<file path="src/rtl/vga_sync_decoder.sv">
// Receive-side sync decoder for the 1600x1200@60 VGA driver: acquires HSYNC/VSYNC
// timing, recovers pixel coordinates and reports timing violations once locked.
module vga_sync_decoder #(
   parameter int unsigned H_TOTAL      = 2160,
   parameter int unsigned H_SYNC_START = 64,
   parameter int unsigned H_SYNC_LEN   = 192,
   parameter int unsigned H_VIS_START  = 560,
   parameter int unsigned H_VIS        = 1600,
   parameter int unsigned V_TOTAL      = 1250,
   parameter int unsigned V_SYNC_START = 1,
   parameter int unsigned V_SYNC_LEN   = 3,
   parameter int unsigned V_VIS_START  = 50,
   parameter int unsigned V_VIS        = 1200,
   parameter int unsigned LOCK_LINES   = 4
) (
   input  logic        clock_162,
   input  logic        rst,
   input  logic        HSYNC,
   input  logic        VSYNC,
   input  logic [3:0]  RED,
   input  logic [3:0]  GREEN,
   input  logic [3:0]  BLUE,
   output logic        pix_valid,
   output logic [10:0] pix_x,
   output logic [10:0] pix_y,
   output logic [11:0] pix_rgb,
   output logic        frame_done,
   output logic        locked,
   output logic        h_err,
   output logic        v_err,
   output logic [15:0] frame_count
);

   localparam logic [11:0] C_H_TOT    = 12'(H_TOTAL);
   localparam logic [11:0] C_H_LAST   = 12'(H_TOTAL - 1);
   localparam logic [11:0] C_HS_START = 12'(H_SYNC_START);
   localparam logic [11:0] C_HS_END   = 12'(H_SYNC_START + H_SYNC_LEN);
   localparam logic [11:0] C_HS_LEN   = 12'(H_SYNC_LEN);
   localparam logic [11:0] C_HV_FIRST = 12'(H_VIS_START);
   localparam logic [11:0] C_HV_LAST  = 12'(H_VIS_START + H_VIS - 1);
   localparam logic [10:0] C_V_LAST   = 11'(V_TOTAL - 1);
   localparam logic [10:0] C_VS_START = 11'(V_SYNC_START);
   localparam logic [10:0] C_VS_END   = 11'(V_SYNC_START + V_SYNC_LEN);
   localparam logic [10:0] C_VV_FIRST = 11'(V_VIS_START);
   localparam logic [10:0] C_VV_LAST  = 11'(V_VIS_START + V_VIS - 1);
   localparam logic [7:0]  C_LOCK     = 8'(LOCK_LINES);

   typedef enum logic [1:0] {S_SEARCH, S_H_TRACK, S_V_WAIT, S_LOCKED} state_t;

   state_t      r_state, w_state_nxt;
   logic        r_hs_prev, r_vs_prev;
   logic        w_h_fall, w_h_rise, w_v_fall, w_v_rise;
   logic [11:0] r_h_cnt, w_h_pos;
   logic [10:0] r_v_cnt;
   logic [11:0] r_period, w_period;
   logic [11:0] r_low, r_width;
   logic [7:0]  r_match;
   logic        w_line_ok, w_h_fail, w_v_fail;
   logic        w_vis, w_frame_last, w_h_err, w_v_err;
   logic [10:0] w_x, w_y;

   logic        r_pix_valid, r_frame_done, r_locked, r_h_err, r_v_err;
   logic [10:0] r_pix_x, r_pix_y;
   logic [11:0] r_pix_rgb;
   logic [15:0] r_frame_count;

   assign w_h_fall = ~HSYNC & r_hs_prev;
   assign w_h_rise = HSYNC & ~r_hs_prev;
   assign w_v_fall = ~VSYNC & r_vs_prev;
   assign w_v_rise = VSYNC & ~r_vs_prev;

   // Once tracking, every HSYNC fall re-anchors the column; checks use the prediction r_h_cnt.
   assign w_h_pos   = (r_state != S_SEARCH && w_h_fall) ? C_HS_START : r_h_cnt;
   assign w_period  = r_period + 12'd1;
   assign w_line_ok = (w_period == C_H_TOT) && (r_width == C_HS_LEN);

   assign w_h_fail = (w_h_fall != (r_h_cnt == C_HS_START)) ||
                     (w_h_rise && (r_h_cnt != C_HS_END));
   assign w_v_fail = (w_v_fall != ((r_v_cnt == C_VS_START) && (r_h_cnt == '0))) ||
                     (w_v_rise && !((r_v_cnt == C_VS_END) && (r_h_cnt == '0)));

   always_ff @(posedge clock_162) begin
      if (rst) r_state <= S_SEARCH;
      else     r_state <= w_state_nxt;
   end

   always_comb begin
      w_state_nxt = r_state;
      case (r_state)
         S_SEARCH:  if (w_h_fall) w_state_nxt = S_H_TRACK;
         S_H_TRACK: begin
            if (w_h_fall) begin
               if (w_line_ok && (r_match + 8'd1 == C_LOCK)) w_state_nxt = S_V_WAIT;
            end else if (w_period > C_H_TOT) begin
               w_state_nxt = S_SEARCH;
            end
         end
         S_V_WAIT: begin
            if (w_h_fail || (w_v_fall && w_h_pos != '0)) w_state_nxt = S_SEARCH;
            else if (w_v_fall)                           w_state_nxt = S_LOCKED;
         end
         S_LOCKED:  if (w_h_fail || w_v_fail) w_state_nxt = S_SEARCH;
         default:   w_state_nxt = S_SEARCH;
      endcase
   end

   // Pixels are qualified only when the lock survives this cycle, so an error cycle emits none.
   always_comb begin
      w_h_err      = (r_state == S_LOCKED) && w_h_fail;
      w_v_err      = (r_state == S_LOCKED) && w_v_fail;
      w_vis        = (r_state == S_LOCKED) && (w_state_nxt == S_LOCKED) &&
                     (w_h_pos >= C_HV_FIRST) && (w_h_pos <= C_HV_LAST) &&
                     (r_v_cnt >= C_VV_FIRST) && (r_v_cnt <= C_VV_LAST);
      w_frame_last = w_vis && (w_h_pos == C_HV_LAST) && (r_v_cnt == C_VV_LAST);
      w_x          = 11'(w_h_pos - C_HV_FIRST);
      w_y          = r_v_cnt - C_VV_FIRST;
   end

   always_ff @(posedge clock_162) begin
      if (rst) begin
         r_hs_prev     <= 1'b0;
         r_vs_prev     <= 1'b0;
         r_h_cnt       <= '0;
         r_v_cnt       <= '0;
         r_period      <= '0;
         r_low         <= '0;
         r_width       <= '0;
         r_match       <= '0;
         r_pix_valid   <= 1'b0;
         r_pix_x       <= '0;
         r_pix_y       <= '0;
         r_pix_rgb     <= '0;
         r_frame_done  <= 1'b0;
         r_locked      <= 1'b0;
         r_h_err       <= 1'b0;
         r_v_err       <= 1'b0;
         r_frame_count <= '0;
      end else begin
         r_hs_prev <= HSYNC;
         r_vs_prev <= VSYNC;
         r_h_cnt   <= (w_h_pos == C_H_LAST) ? '0 : w_h_pos + 12'd1;

         if (r_state == S_V_WAIT && w_state_nxt == S_LOCKED)
            r_v_cnt <= C_VS_START;
         else if (w_h_pos == C_H_LAST)
            r_v_cnt <= (r_v_cnt == C_V_LAST) ? '0 : r_v_cnt + 11'd1;

         if (w_h_fall)        r_period <= '0;
         else if (~&r_period) r_period <= w_period;

         if (w_h_fall)                  r_low <= 12'd1;
         else if (!HSYNC && ~&r_low)    r_low <= r_low + 12'd1;
         if (w_h_rise)                  r_width <= r_low;

         if (r_state == S_SEARCH)
            r_match <= '0;
         else if (r_state == S_H_TRACK && w_h_fall)
            r_match <= w_line_ok ? r_match + 8'd1 : '0;

         r_pix_valid  <= w_vis;
         r_pix_x      <= w_vis ? w_x : '0;
         r_pix_y      <= w_vis ? w_y : '0;
         r_pix_rgb    <= w_vis ? {RED, GREEN, BLUE} : '0;
         r_frame_done <= w_frame_last;
         r_locked     <= (w_state_nxt == S_LOCKED);
         r_h_err      <= w_h_err;
         r_v_err      <= w_v_err;

         if (w_state_nxt == S_SEARCH) r_frame_count <= '0;
         else if (w_frame_last)       r_frame_count <= r_frame_count + 16'd1;
      end
   end

   assign pix_valid   = r_pix_valid;
   assign pix_x       = r_pix_x;
   assign pix_y       = r_pix_y;
   assign pix_rgb     = r_pix_rgb;
   assign frame_done  = r_frame_done;
   assign locked      = r_locked;
   assign h_err       = r_h_err;
   assign v_err       = r_v_err;
   assign frame_count = r_frame_count;

endmodule

</file>
<file path="config.mk">
export PLATFORM = sky130hd
export DESIGN_NAME = vga_sync_decoder
export DESIGN_NICKNAME = d
export VERILOG_FILES = /design/src/rtl/vga_sync_decoder.sv
export SDC_FILE = /design/constraint.sdc
export NUM_CORES = 1
export LEC_CHECK = 0
export ABC_AREA = 1
export CAP_MARGIN = 20
export CORE_MARGIN = 2
export CORE_UTILIZATION = 50
export DETAILED_ROUTE_END_ITERATION = 6
export GPL_TIMING_DRIVEN = 0
export PLACE_DENSITY = 0.79
export SLEW_MARGIN = 40
export SYNTH_ARGS = -nofsm -noshare
export SYNTH_HDL_FRONTEND = slang
export SYNTH_SLANG_ARGS = --single-unit
</file>
<file path="constraint.sdc">
create_clock -name clock_162 -period 2.4 [get_ports clock_162]
set_input_delay 0.36 -clock clock_162 [delete_from_list [all_inputs] [get_ports clock_162]]
set_output_delay 0.36 -clock clock_162 [all_outputs]
set_load 0.02 [all_outputs]
</file>
==> flow_metrics.env, run 1 <==
export IMPL_status="complete, but fails checks"
export IMPL_violations="negative setup slack"
export IMPL_p_leak_uw=0.00358
export IMPL_hold_viol=0
export IMPL_layout_drive_gt1_share=0.214
export IMPL_initial_utilization=0.511
export IMPL_reg2reg_setup_slack_ns=-0.14
export IMPL_worstSkewPairLatency_ns=0.43
export IMPL_dp_hpwl_um=10500
export IMPL_rows=41
export IMPL_ff2ff_path_depth=16
export IMPL_n_fill_cell=994
export IMPL_crit_path_start_kind="flop"
export IMPL_regToRegStartpoint="r_state[0]"
export IMPL_fmax_mhz=394
export IMPL_rsz0062_at_grt="true"
export IMPL_min_delay_start="rst"
export IMPL_critical_path_class="reg -> reg"
export IMPL_slew_headroom=0.562
export IMPL_die_w_um=118
export IMPL_skew_ns=0.00999
export IMPL_drcViolationCount=0
export IMPL_fin_ws_ns=-0.138
export IMPL_crit_required_ns=2.75
export IMPL_antennaDiodeCount=0
export IMPL_ys_seq_area_frac=0.391
export IMPL_pin_count=71
export IMPL_min_period_over_period=1.06
export IMPL_first_iter_violations=414
export IMPL_htreeDepth=4
export IMPL_maxCapViolCount=0
export IMPL_synthToLayoutAreaGrowth_pct=35.0
export IMPL_synthTopCellsByCount="164 x nand2_1, 135 x nor2_1, 126 x dfxtp_1"
export IMPL_grt_start_max_net_pins=17
export IMPL_timing_rr_end="pix_x[10]"
export IMPL_synthFlopType="dfxtp_1"
export IMPL_yosysTopAreaCellShare=0.391
export IMPL_gp_congestion=0.891
export IMPL_async_flop_share=0
export IMPL_grt_use_total=0.230
export IMPL_clockBufferDepth=2
export IMPL_wl_per_cell_um=14.0
export IMPL_syn_area_per_cell_sq_um=7.16
export IMPL_yosysMostFrequentCell="nand2_1"
export IMPL_min_period_ns=2.54
export IMPL_overflow=0
export IMPL_endpoint_kind="flop"
export IMPL_wl_um=16900
export IMPL_dieArea_sq_um=13800
export IMPL_report_final_slew_viol_count=0
export IMPL_powerDensity_nw_per_um2=584
export IMPL_cp_max_fo=7
export IMPL_core_area_sq_um=12600
export IMPL_cts_tree="done"
export IMPL_cts_root_buf="clkbuf_16"
export IMPL_yosysWarnings=0
export IMPL_postCtsHoldBufs=0
export IMPL_cts_buffers=17
export IMPL_min_to="r_hs_prev"
export IMPL_synthTopCellsByArea="dfxtp_1 39%, nand2_1 9.5%, nor2_1 7.9%"
export IMPL_antenna_found_initial=0
export IMPL_min_path_type="in -> reg"
export IMPL_vias=6299
export IMPL_final_nets=1055
export IMPL_netlist_instances=900
export IMPL_port_buffers=69
export IMPL_synth_area_leader_cell="dfxtp_1"
export IMPL_worst_pin_slew_ns=0.654
export IMPL_utilization=0.690
export IMPL_yosys_register_bits=126
export IMPL_p_total_uw=5090
export IMPL_synth_edf_count=0
export IMPL_max_vdd_ir_drop_uv=589
export IMPL_path_clk_slew_ns=0.06
export IMPL_synth_cell_area_sq_um=6450
export IMPL_first_pass_iters=5
export IMPL_vias_per_cell=5.22
export IMPL_clock_sinks=126
export IMPL_die_h_um=118
export IMPL_pre_cts_slack_ns=-0.793
export IMPL_hold_depth=2
export IMPL_postRouteAntennaNets=0
export IMPL_netlist_cell_type_count=46
export IMPL_finalSetupViolCount=43
export IMPL_grt_pass1_wl_um=26300
export IMPL_cp_arrival_ns=2.89
export IMPL_grt_pass1_vias=5789
export IMPL_syn_num_nets=933
## report_power, final
group          switching [uW]  internal [uW]
registers                21.9           2120
clock network             942           1740
logic                     153            109
total                    1120           3970
## registers in the layout (all words and copies together) (netlist names)
register     flops
r_width         12
pix_valid        1
h_err            1
r_period        12
frame_count     16
r_hs_prev        1
v_err            1
r_vs_prev        1
locked           1
pix_x           11
pix_y           11
r_match          8
r_low           12
r_state          2
r_v_cnt         11
pix_rgb         12
frame_done       1
r_h_cnt         12
## per-layer routing
layer,routed length [um],share of wire,global-route usage
met4,517,0.031,0.108
met5,0,0,0
met1,7010,0.41,0.272
met3,887,0.052,0.0543
met2,8520,0.50,0.396
## layout by cell type (no fill, tap or decap), types with 23 or more instances in the layout
cell and n:
a21oi_1 48, inv_2 23, nor2_2 24, buf_4 26
o21ai_0 33, nor2_1 123, nand2_1 158, dfxtp_1 120
inv_1 110, clkdlybuf4s50_1 68, nand3_1 52
## cells by family after synthesis
| group | synth area share |
|---|---|
| AND/OR/NAND/NOR | 0.366 |
| AO/OA/AOI/OAI | 0.0974 |
| adder cells (fa/ha/maj) | 0.0330 |
| buffers and inverters | 0.0891 |
| XOR/XNOR | 0.0231 |
| flip-flops | 0.391 |
## worst max-delay path, cell delays in order, from the launching register on
cell,delay [ns]
dfxtp_4,0.37
nor2_4,0.05
nor2_8,0.21
buf_12,0.15
nor2_4,0.03
inv_2,0.07
ha_4,0.13
nand3_2,0.07
nor2_2,0.14
nand3_2,0.11
nand2_2,0.12
nand4_4,0.13
buf_12,0.17
a21oi_4,0.16
nand3_4,0.20
buf_4,0.20
a21oi_4,0.13
## worst max path at each step
stage | from | end
floorplan | HSYNC | frame_count[1]
global placement | HSYNC | pix_y[3]
detailed placement | HSYNC | pix_y[3]
CTS | r_hs_prev | pix_y[5]
global route | r_hs_prev | pix_y[5]
finish | r_state[0] | pix_x[10]
## area by class of cell
type | instances | area (sq um) | share of cell area
Multi-Input combinational cell | 629 | 3700 | 0.425
Sequential cell | 126 | 2540 | 0.292
Timing Repair Buffer | 104 | 1050 | 0.121
Inverter | 135 | 507 | 0.0582
Clock buffer | 23 | 488 | 0.0561
Tap cell | 172 | 215 | 0.0247
Clock inverter | 9 | 133 | 0.0152
Buffer | 9 | 71.3 | 0.00820
## timing repair
action                                  CTS  global route
cloned                                    2             0
pin swaps                                10            35
endpoints found under the hold margin     0             0
endpoints found under the setup margin   71            70
setup buffers                            15            18
resized for setup                        36            61
## metrics by stage
stage	std cells	instance area [sq um]	TNS (ns)	hold slack, ns
global placement	1141	7350	-47.79	0.445
finish	1207	8700	-3.02	0.383
floorplan	900	6450	0	0.430
CTS	1190	8310	-1.28	0.369
global route	1207	8700	-8.70	0.440
detailed placement	1141	7350	-51.94	0.447
(Power assumes the default switching activity.)
==> inputs of run 2 (changes only) <==
--- a/config.mk
+++ b/config.mk
@@ -8,10 +8,10 @@
 export ABC_AREA = 1
 export CAP_MARGIN = 20
 export CORE_MARGIN = 2
-export CORE_UTILIZATION = 50
+export CORE_UTILIZATION = 51
 export DETAILED_ROUTE_END_ITERATION = 6
 export GPL_TIMING_DRIVEN = 0
-export PLACE_DENSITY = 0.79
+export PLACE_DENSITY = 0.8
 export SLEW_MARGIN = 40
 export SYNTH_ARGS = -nofsm -noshare
 export SYNTH_HDL_FRONTEND = slang
==> flow_metrics.env, run 2 (synthesis results as in run 1) <==
export IMPL_status="complete, but fails checks"
export IMPL_violations="negative setup slack"
export IMPL_wl_per_cell_um=12.8
export IMPL_mostFrequentLayoutCells="157 x nand2_1, 128 x nor2_1, 120 x dfxtp_1, 110 x inv_1, 68 x clkdlybuf4s50_1"
export IMPL_critical_path_class="reg -> reg"
export IMPL_initial_utilization=0.517
export IMPL_grt_use_total=0.221
export IMPL_rows=41
export IMPL_cts_root_buf="clkbuf_16"
export IMPL_die_w_um=116
export IMPL_cts_buffers=17
export IMPL_postRouteAntennaNets=0
export IMPL_layout_drive_gt1_share=0.197
export IMPL_combPwrFrac=0.047
export IMPL_min_to="frame_done"
export IMPL_dieArea_sq_um=13600
export IMPL_crit_path_top_delay_cell="dfxtp_4"
export IMPL_fin_cells=1196
export IMPL_gp_congestion=0.908
export IMPL_crit_required_ns=2.71
export IMPL_path_clk_slew_ns=0.06
export IMPL_skew_ns=0.00653
export IMPL_rsz0062_at_grt="true"
export IMPL_pin_count=71
export IMPL_clockBufferDepth=2
export IMPL_overflow=0
export IMPL_min_delay_start="rst"
export IMPL_p_sw_uw=1050
export IMPL_largest_reg_flops=16
export IMPL_path_cells="nor2_4, nor2_8, nor2_4, ha_4, inv_4, nand4_4, nand2_2, nand2_2, nor2_4, nor2_4, nand2_2, nor2_4, nand2_4, nor2_4, nand3_2, nand2_2, nor2_2"
export IMPL_pwr_share_clk=0.523
export IMPL_p_total_uw=4980
export IMPL_htreeDepth=4
export IMPL_min_period_over_period=1.00
export IMPL_slew_headroom=0.528
export IMPL_reg2reg_setup_slack_ns=-0.001
export IMPL_fmax_mhz=416
export IMPL_report_final_slew_viol_count=0
export IMPL_timing_rr_end="frame_count[13]"
export IMPL_drcViolationCount=0
export IMPL_fin_ws_ns=-0.00146
export IMPL_port_buffers=69
export IMPL_grt_pass1_vias=5393
export IMPL_final_common_cell="nand2_1"
export IMPL_vias_per_cell=5.09
export IMPL_first_pass_iters=5
export IMPL_hold_depth=2
export IMPL_p_seq_frac=0.430
export IMPL_maxCapViolCount=0
export IMPL_crit_path_start_kind="flop"
export IMPL_cts_tree="done"
export IMPL_max_vdd_ir_drop_uv=458
export IMPL_powerDensity_nw_per_um2=589
export IMPL_core_area_sq_um=12500
export IMPL_synthToLayoutAreaGrowth_pct=31.2
export IMPL_antenna_found_initial=0
export IMPL_die_h_um=116
export IMPL_dpl_cell_count=1141
export IMPL_min_period_ns=2.40
export IMPL_cp_max_fo=8
export IMPL_final_nets=1044
export IMPL_min_path_type="in -> reg"
export IMPL_antennaDiodeCount=0
export IMPL_ff2ff_path_depth=17
export IMPL_power_switching_share=0.211
export IMPL_worstSkewPairLatency_ns=0.42
export IMPL_p_leak_uw=0.00349
export IMPL_dp_hpwl_um=10400
export IMPL_hold_viol=0
export IMPL_clock_sinks=126
export IMPL_wl_um=15400
export IMPL_finalSetupViolCount=2
export IMPL_regToRegStartpoint="r_state[1]"
export IMPL_worst_pin_slew_ns=0.706
export IMPL_first_iter_violations=361
export IMPL_grt_pass1_wl_um=23700
export IMPL_max_stage_delay_ns=0.36
export IMPL_crit_top_cell="nor2_4"
export IMPL_endpoint_kind="flop"
export IMPL_p_int_uw=3930
export IMPL_grt_start_max_net_pins=17
export IMPL_vias=6090
export IMPL_cp_arrival_ns=2.71
## run 2: power by group through the flow
stage | clock [uW] | sequential (uW) | combinational, uW
2_1_floorplan | 0 | 2180 | 137
3_3_place_gp | 0 | 2180 | 192
3_5_place_dp | 0 | 2190 | 197
4_1_cts | 2630 | 2140 | 205
5_1_grt | 2720 | 2140 | 258
6_report | 2600 | 2140 | 234
## run 2: how the worst max path moves through the flow
stage / end / slack [ns] / depth (start not counted) / start
after floorplan: frame_count[1] / 0.12 / 18 / HSYNC
after global placement: pix_y[3] / -0.81 / 16 / HSYNC
after detailed placement: frame_count[3] / -0.82 / 16 / HSYNC
after CTS: frame_count[1] / -0.009 / 17 / r_hs_prev
after global routing: frame_count[15] / -0.09 / 17 / r_state[1]
final: frame_count[13] / -0.001 / 17 / r_state[1]
## run 2: cell type report
type / count / area [sq um]
fill: 983 / 4010
multi-input combinational: 629 / 3630
sequential: 126 / 2540
timing repair buffer: 92 / 887
clock buffer: 27 / 533
inverter: 135 / 509
tap: 172 / 215
clock inverter: 5 / 75.1
buffer: 10 / 71.3
## run 2: timing repair
item / 4_1_cts / 5_1_grt
pin swaps: 5 / 33
gates cloned: 0 / 1
hold endpoints to repair: 0 / 0
hold buffers: 0 / 0
resized for setup: 22 / 57
setup buffers: 7 / 15
endpoints found under the setup margin: 71 / 70
## run 2: worst max-delay path: cells and delay by family, from the launching register on
kind	cells	cell delay (ns)
buffers and inverters	1	0.04
and+or+nand+nor	15	1.69
adders and majority gates	1	0.19
DFF	1	0.36
## run 2: layer usage
| metal | wire length (um) | vias to the layer above | GRT usage |
|---|---|---|---|
| met3 | 871 | 29 | 0.0566 |
| met1 | 6460 | 2776 | 0.249 |
| met5 | 0 | - | 0 |
| met4 | 263 | 0 | 0.0913 |
| met2 | 7760 | 194 | 0.397 |
| li1 | - | 3091 | - |
## run 2: stage by stage
stage	util	hold slack [ns]	setup TNS [ns]	worst slack, ns	cell area [sq um]
finish	0.679	0.375	-0.00243	-0.00146	8460
global route	0.679	0.404	-0.636	-0.0909	8460
CTS	0.648	0.367	-0.00899	-0.00899	8080
detailed placement	0.590	0.448	-52.02	-0.822	7350
global placement	0.590	0.446	-51.79	-0.814	7350
floorplan	-	0.430	0	0.118	6450
==> RTL edit 1 (settings of run 1) <==
Take the reset off `r_pix_x`, `r_pix_y` and `r_pix_rgb` and load them in a clocked block of their own.
--- a/src/rtl/vga_sync_decoder.sv
+++ b/src/rtl/vga_sync_decoder.sv
@@ -128,7 +128,4 @@
          r_match       <= '0;
          r_pix_valid   <= 1'b0;
-         r_pix_x       <= '0;
-         r_pix_y       <= '0;
-         r_pix_rgb     <= '0;
          r_frame_done  <= 1'b0;
          r_locked      <= 1'b0;
@@ -159,7 +156,4 @@
 
          r_pix_valid  <= w_vis;
-         r_pix_x      <= w_vis ? w_x : '0;
-         r_pix_y      <= w_vis ? w_y : '0;
-         r_pix_rgb    <= w_vis ? {RED, GREEN, BLUE} : '0;
          r_frame_done <= w_frame_last;
          r_locked     <= (w_state_nxt == S_LOCKED);
@@ -170,4 +164,10 @@
          else if (w_frame_last)       r_frame_count <= r_frame_count + 16'd1;
       end
+   end
+
+   always_ff @(posedge clock_162) begin
+      r_pix_x   <= w_vis ? w_x : '0;
+      r_pix_y   <= w_vis ? w_y : '0;
+      r_pix_rgb <= w_vis ? {RED, GREEN, BLUE} : '0;
    end
 
Function: same outputs for any inputs over 10 cycles, from zero or initial values and one cycle with rst high; that may be too few to reach the edited logic, so the function may still have changed.
==> RTL edit 1 against run 1 <==
  * Core utilization decreased by 1.5 points
  * Clock skew up 0.0048 ns
  * Global-route usage shrank 0.94 points
  * Setup slack better by 0.24 ns
  * Count of clock-buffer cells in the layout decreased by 1
  * Die area is 1.8% higher
  * Routed wire length fell by 6.6%
  * Power increased by 2.4%
  * Design area down 1.4%
  * First-iteration DRC count increased by 23%
  * Via count is 0.68% lower
  * Non-clock buffer count decreased by 11
  * Area after synthesis up 1.9%
  * Sequential cell count did not move
  * Critical endpoint is now frame_count[2]
==> RTL edit 1: results (changes against run 1) <==
| Metric | Value |
|---|---|
| Placed Instances | `1181 (+3.5%)` |
| Final HPWL DP | `10700 um (+2.3%)` |
| IO Port Bufs | `70 (+1.4%)` |
| Routability-driven placement congestion ratio | `0.913 (+2.5%)` |
| Drt initial violations | `511 (+23%)` |
| Max VDD drop | `0.000487 V (-17%)` |
| Pre-CTS setup slack | `-0.754 ns (+0.0391 ns)` |
| Min-delay src | `HSYNC` |
| Met1 GRT Util | `0.281 (+0.00968)` |
| List of most frequent post-synthesis cells | `nand2_1 (220), nor2_1 (137), inv_1 (134)` |
| Setup violators final | `0 (-100%)` |
| Met2 usage | `0.360 (-0.0366)` |
| Post-synth net total | `972 (+4.2%)` |
| Drt pass-1 iters | `6 (+1)` |
| Max_slew headroom | `0.562 (about the same)` |
| Filler Cells Inserted | `1047 (+5.3%)` |
| Met3 Wirelength | `890 um (+0.34%)` |
| First-pass GRT wire length | `25600 um (-3.0%)` |
| DR vias | `6256 (-0.68%)` |
| Syn Area/Cell | `6.99 sq um (-2.3%)` |
| Clock skew | `0.0148 ns (+0.00480 ns)` |
| Synth cell types | `44 (-4.3%)` |
| Worst Path Arrival | `2.62 ns (-0.27 ns)` |
| Delay of the slowest critical-path stage | `0.40 ns (+0.03 ns)` |
| Final WL | `15800 um (-6.6%)` |
| Vias in the first global route | `5630 (-2.7%)` |
| Lkg Pwr | `3.79 nW (+6.0%)` |
| Critical-path top delay cell | `dfxtp_1` |
| Largest cells by area after synthesis | `dfxtp_1 (38%), nand2_1 (13%), nor2_1 (7.8%), inv_1 (7.7%), nand3_1 (4.6%)` |
| # Post-CTS Setup Buffers | `4 (-11)` |
| Sequential-to-total area share from yosys stat | `0.384 (-0.00723)` |
| Total track usage | `0.221 (-0.00943)` |
| Grt met3 use | `0.0512 (-0.00311)` |
| Met2 wire len | `7630 um (-10%)` |
| Status | `finished, final reports clean` |
==> RTL edit 1: cell types whose count changed after synthesis, moves of 4 or more <==
cell / change
inv_2: -10
nor3_1: -5
inv_1: +17
nand2_2: -14
nand4_1: +4
buf_2: +6
a21oi_2: -6
a21oi_1: +8
nand2_1: +56
nor2_2: -17
==> RTL edit 1: power breakdown <==
| part | switching [mW] | leakage (nW) | internal (mW) | total [mW] |
|---|---|---|---|---|
| Clock | 0.928 | 0.316 | 1.92 | 2.85 |
| Sequential | 0.0232 | 1.02 | 2.12 | 2.14 |
| Combinational | 0.130 | 2.45 | 0.0844 | 0.214 |
==> RTL edit 1: critical path, delay by kind of cell, from the launching register on <==
kind / cells / cell delay (ns)
buf+inv: 3 / 0.27
flops: 1 / 0.40
fa+ha+maj: 1 / 0.14
simple gates: 13 / 1.37
==> RTL edit 1: final timing paths <==
| path | slack, ns | to | cells past startpoint |
|---|---|---|---|
| max reg2reg | 0.1 | frame_count[2] | 17 |
| min reg2reg | 0.48 | r_width[8] | 2 |
| min | 0.25 | r_hs_prev | 3 |
| max | 0.1 | frame_count[2] | 17 |
==> RTL edit 1: final cells by class <==
type / instances / area (sq um) / share of cell area
well taps: 172 / 215 / 0.0251
clock inverters: 10 / 184 / 0.0214
multi-input cells: 659 / 3710 / 0.432
flip-flops and latches: 126 / 2540 / 0.296
plain buffers: 14 / 78.8 / 0.00919
repair buffers: 88 / 838 / 0.0977
inverters: 142 / 546 / 0.0636
clock buffers: 22 / 474 / 0.0553
==> RTL edit 1: cells by family (layout without fill, tap and decap cells) <==
logic type	after synthesis	after routing	share of synthesized area
and+or+nand+nor	510	512	0.368
AOI/OAI and AO/OA	108	108	0.0945
adders and majority gates	17	17	0.0324
xor gates and xnor gates	22	22	0.0293
buffers and inverters	156	276	0.0922
DFF	126	126	0.384
==> RTL edit 2 (settings of run 1) <==
Without the edit above. `V_SYNC_START`: 1 -> 0.
--- a/src/rtl/vga_sync_decoder.sv
+++ b/src/rtl/vga_sync_decoder.sv
@@ -8,5 +8,5 @@
    parameter int unsigned H_VIS        = 1600,
    parameter int unsigned V_TOTAL      = 1250,
-   parameter int unsigned V_SYNC_START = 1,
+   parameter int unsigned V_SYNC_START = 0,
    parameter int unsigned V_SYNC_LEN   = 3,
    parameter int unsigned V_VIS_START  = 50,
Behaviour: no difference found for any inputs over 10 cycles, from zero or initial values and one cycle with rst high; that may be too few to reach the edited logic, so the function may still have changed.
==> RTL edit 2 against run 1 <==
  * The run still ends with setup timing left
  * Setup slack got worse by 0.030 ns
  * Clock skew shrank 0.0048 ns
  * Area after synthesis is 1.9% lower
  * Fmax shrank 1.2%
  * Sequential cell count unchanged
  * Routed wire length shrank 4.7%
  * Clock power rose by 9.7%
  * Design area fell by 3.1%
  * Die area fell by 1.9%
  * Power rose by 4.1%
  * Sequential share of layout area is 0.87 points higher
  * Global-route usage grew 0.40 points
  * Critical path type unchanged
  * Critical endpoint is now r_v_cnt[10]
==> RTL edit 2: results (changes against run 1) <==
| Metric | Value |
|---|---|
| Post-DR wirelength/cell | `13.1 um (-6.6%)` |
| Largest net degree at the start of global routing | `17 (unchanged)` |
| Syn Area/Cell | `6.84 sq um (-4.5%)` |
| Fin worst setup slack | `-0.168 ns (-0.0297 ns)` |
| Post-synth net total | `957 (+2.6%)` |
| Total track usage | `0.234 (+0.00399)` |
| Max_slew headroom | `0.669 (+0.107)` |
| CTS clk-pin slew, worst paths | `0.06 ns (about the same)` |
| Status | `finished, violations left` |
| Worst Setup Path Type | `reg -> reg` |
| Failing checks | `setup timing` |
| Vias in the first global route | `5509 (-4.8%)` |
| Layout cell share with drive strength beyond 1 | `0.160 (-0.0539)` |
| Clock skew | `0.00515 ns (-0.00485 ns)` |
| Delay of the slowest critical-path stage | `0.35 ns (-0.02 ns)` |
| List of most frequent post-synthesis cells | `nand2_1 (202), nor2_1 (151), dfxtp_1 (126)` |
| First-pass GRT wire length | `25200 um (-4.3%)` |
| Lkg Pwr | `3.67 nW (+2.5%)` |
| Drt pass-1 iters | `5 (unchanged)` |
| Max VDD drop | `0.000512 V (-13%)` |
| Skew-Pair Late Insertion Delay | `0.43 ns (about the same)` |
| Crit Reg-Reg Startpoint | `r_state[1]` |
| Placed Instances | `1165 (+2.1%)` |
| Worst Path Arrival | `2.93 ns (+0.04 ns)` |
| Global route total overflow | `0 (unchanged)` |
| Setup violators final | `21 (-51%)` |
| Sequential-to-total area share from yosys stat | `0.399 (+0.00767)` |
| Final HPWL DP | `10200 um (-2.8%)` |
| Final Cycle Share | `1.07 (+0.0124)` |
| Nets | `1079 (+2.3%)` |
| Drt initial violations | `455 (+9.9%)` |
| Synth cell types | `37 (-20%)` |
| Hold-fix buffer count after cts | `0 (unchanged)` |
| Max FFs per register | `16 (unchanged)` |
| FF-to-FF End | `r_v_cnt[10]` |
| Synth Warn # | `0 (unchanged)` |
| Critical-path top delay cell | `dfxtp_4` |
| Reg2Reg Depth | `17 (+1)` |
| DR vias/cell | `5.10 (-2.4%)` |
| End of the critical path | `r_v_cnt[10]` |
| Setup_tns | `-1.40 ns (+1.62 ns)` |
| Cts bufs inserted | `17 (unchanged)` |
| Largest cells by area after synthesis | `dfxtp_1 (40%), nand2_1 (12%), nor2_1 (9.0%), inv_1 (7.2%), a21oi_1 (4.7%)` |
| Net Sw Frac | `0.207 (-0.0130)` |
| Critical path's top delay family | `simple AND/OR/NAND/NOR gates` |
| Inserted Diodes | `0 (unchanged)` |
| Initial antenna violation count | `0 (unchanged)` |
| DR vias | `6272 (-0.43%)` |
| H-tree depth | `4 (unchanged)` |
| Filler Cells Inserted | `970 (-2.4%)` |
| Routability-driven placement congestion ratio | `0.881 (-1.1%)` |
| Crit-path max FO | `6 (-1)` |
==> RTL edit 2: changes by cell type in the layout (fill, tap and decap cells not counted), moves of 5 or more <==
cell            run 1  this run
nand2_1           158       189
nor2_1            123       139
nand4_1            14        28
nor2_2             24        12
inv_1             110       119
a21oi_1            48        56
nand2_2            21        13
nand3_2            10         3
xor2_1             14        20
ha_1               11        16
or2_2               7         2
==> RTL edit 2: power groups by stage <==
| stage | logic (mW) | clock network [mW] | registers [mW] |
|---|---|---|---|
| floorplan | 0.125 | 0 | 2.18 |
| CTS | 0.206 | 2.96 | 2.14 |
| detailed placement | 0.184 | 0 | 2.18 |
| finish | 0.218 | 2.94 | 2.14 |
| global route | 0.246 | 3.05 | 2.14 |
| global placement | 0.181 | 0 | 2.18 |
==> RTL edit 2: per-layer routing <==
layer	wire, um	global-route usage
met3	967	0.0488
met4	437	0.101
met5	0	0
met1	7190	0.312
met2	7550	0.369
==> RTL edit 2: kinds of logic after synthesis <==
| group | Yosys count | synth area share |
|---|---|---|
| and+or+nand+nor | 494 | 0.348 |
| buffers and inverters | 159 | 0.0988 |
| AOI/OAI and AO/OA | 103 | 0.0865 |
| adders and majority gates | 17 | 0.0336 |
| DFF | 126 | 0.399 |
| xor gates and xnor gates | 25 | 0.0346 |
==> RTL edit 2: cell type report <==
| class | count | area [sq um] | area share |
|---|---|---|---|
| Multi-Input combinational cell | 639 | 3410 | 0.405 |
| Sequential cell | 126 | 2530 | 0.300 |
| Timing Repair Buffer | 102 | 957 | 0.113 |
| Inverter | 146 | 551 | 0.0653 |
| Clock buffer | 21 | 460 | 0.0546 |
| Tap cell | 172 | 215 | 0.0255 |
| Clock inverter | 11 | 211 | 0.0251 |
| Buffer | 13 | 86.3 | 0.0102 |
| Timing Repair inverter | 1 | 7.51 | 0.000890 |
==> RTL edit 2: how the worst min path moves through the flow <==
stage / slack, ns / cells past startpoint / startpoint / endpoint
finish: 0.28 / 2 / rst / r_hs_prev
global route: 0.30 / 2 / rst / r_vs_prev
CTS: 0.27 / 2 / rst / r_low[0]
detailed placement: 0.45 / 2 / r_width[8] / r_width[8]
global placement: 0.45 / 2 / r_width[8] / r_width[8]
floorplan: 0.43 / 2 / r_width[8] / r_width[8]
==> RTL edit 2: repair_timing <==
| item | 4_1_cts | 5_1_grt |
|---|---|---|
| hold endpoints to repair | 0 | 0 |
| setup endpoints to repair | 76 | 78 |
| setup buffers | 21 | 12 |
| resized for setup | 27 | 50 |
| gates cloned | 0 | 1 |
| pin swaps | 15 | 21 |
==> RTL edit 2: stage by stage <==
stage                     area [sq um]  worst slack (ns)  hold slack, ns
after CTS                         8160           -0.0863           0.272
after detailed placement          7230             -1.11           0.454
after global routing              8430            -0.350           0.296
after global placement            7230             -1.06           0.450
final                             8430            -0.168           0.277
after floorplan                   6320            0.0104           0.430
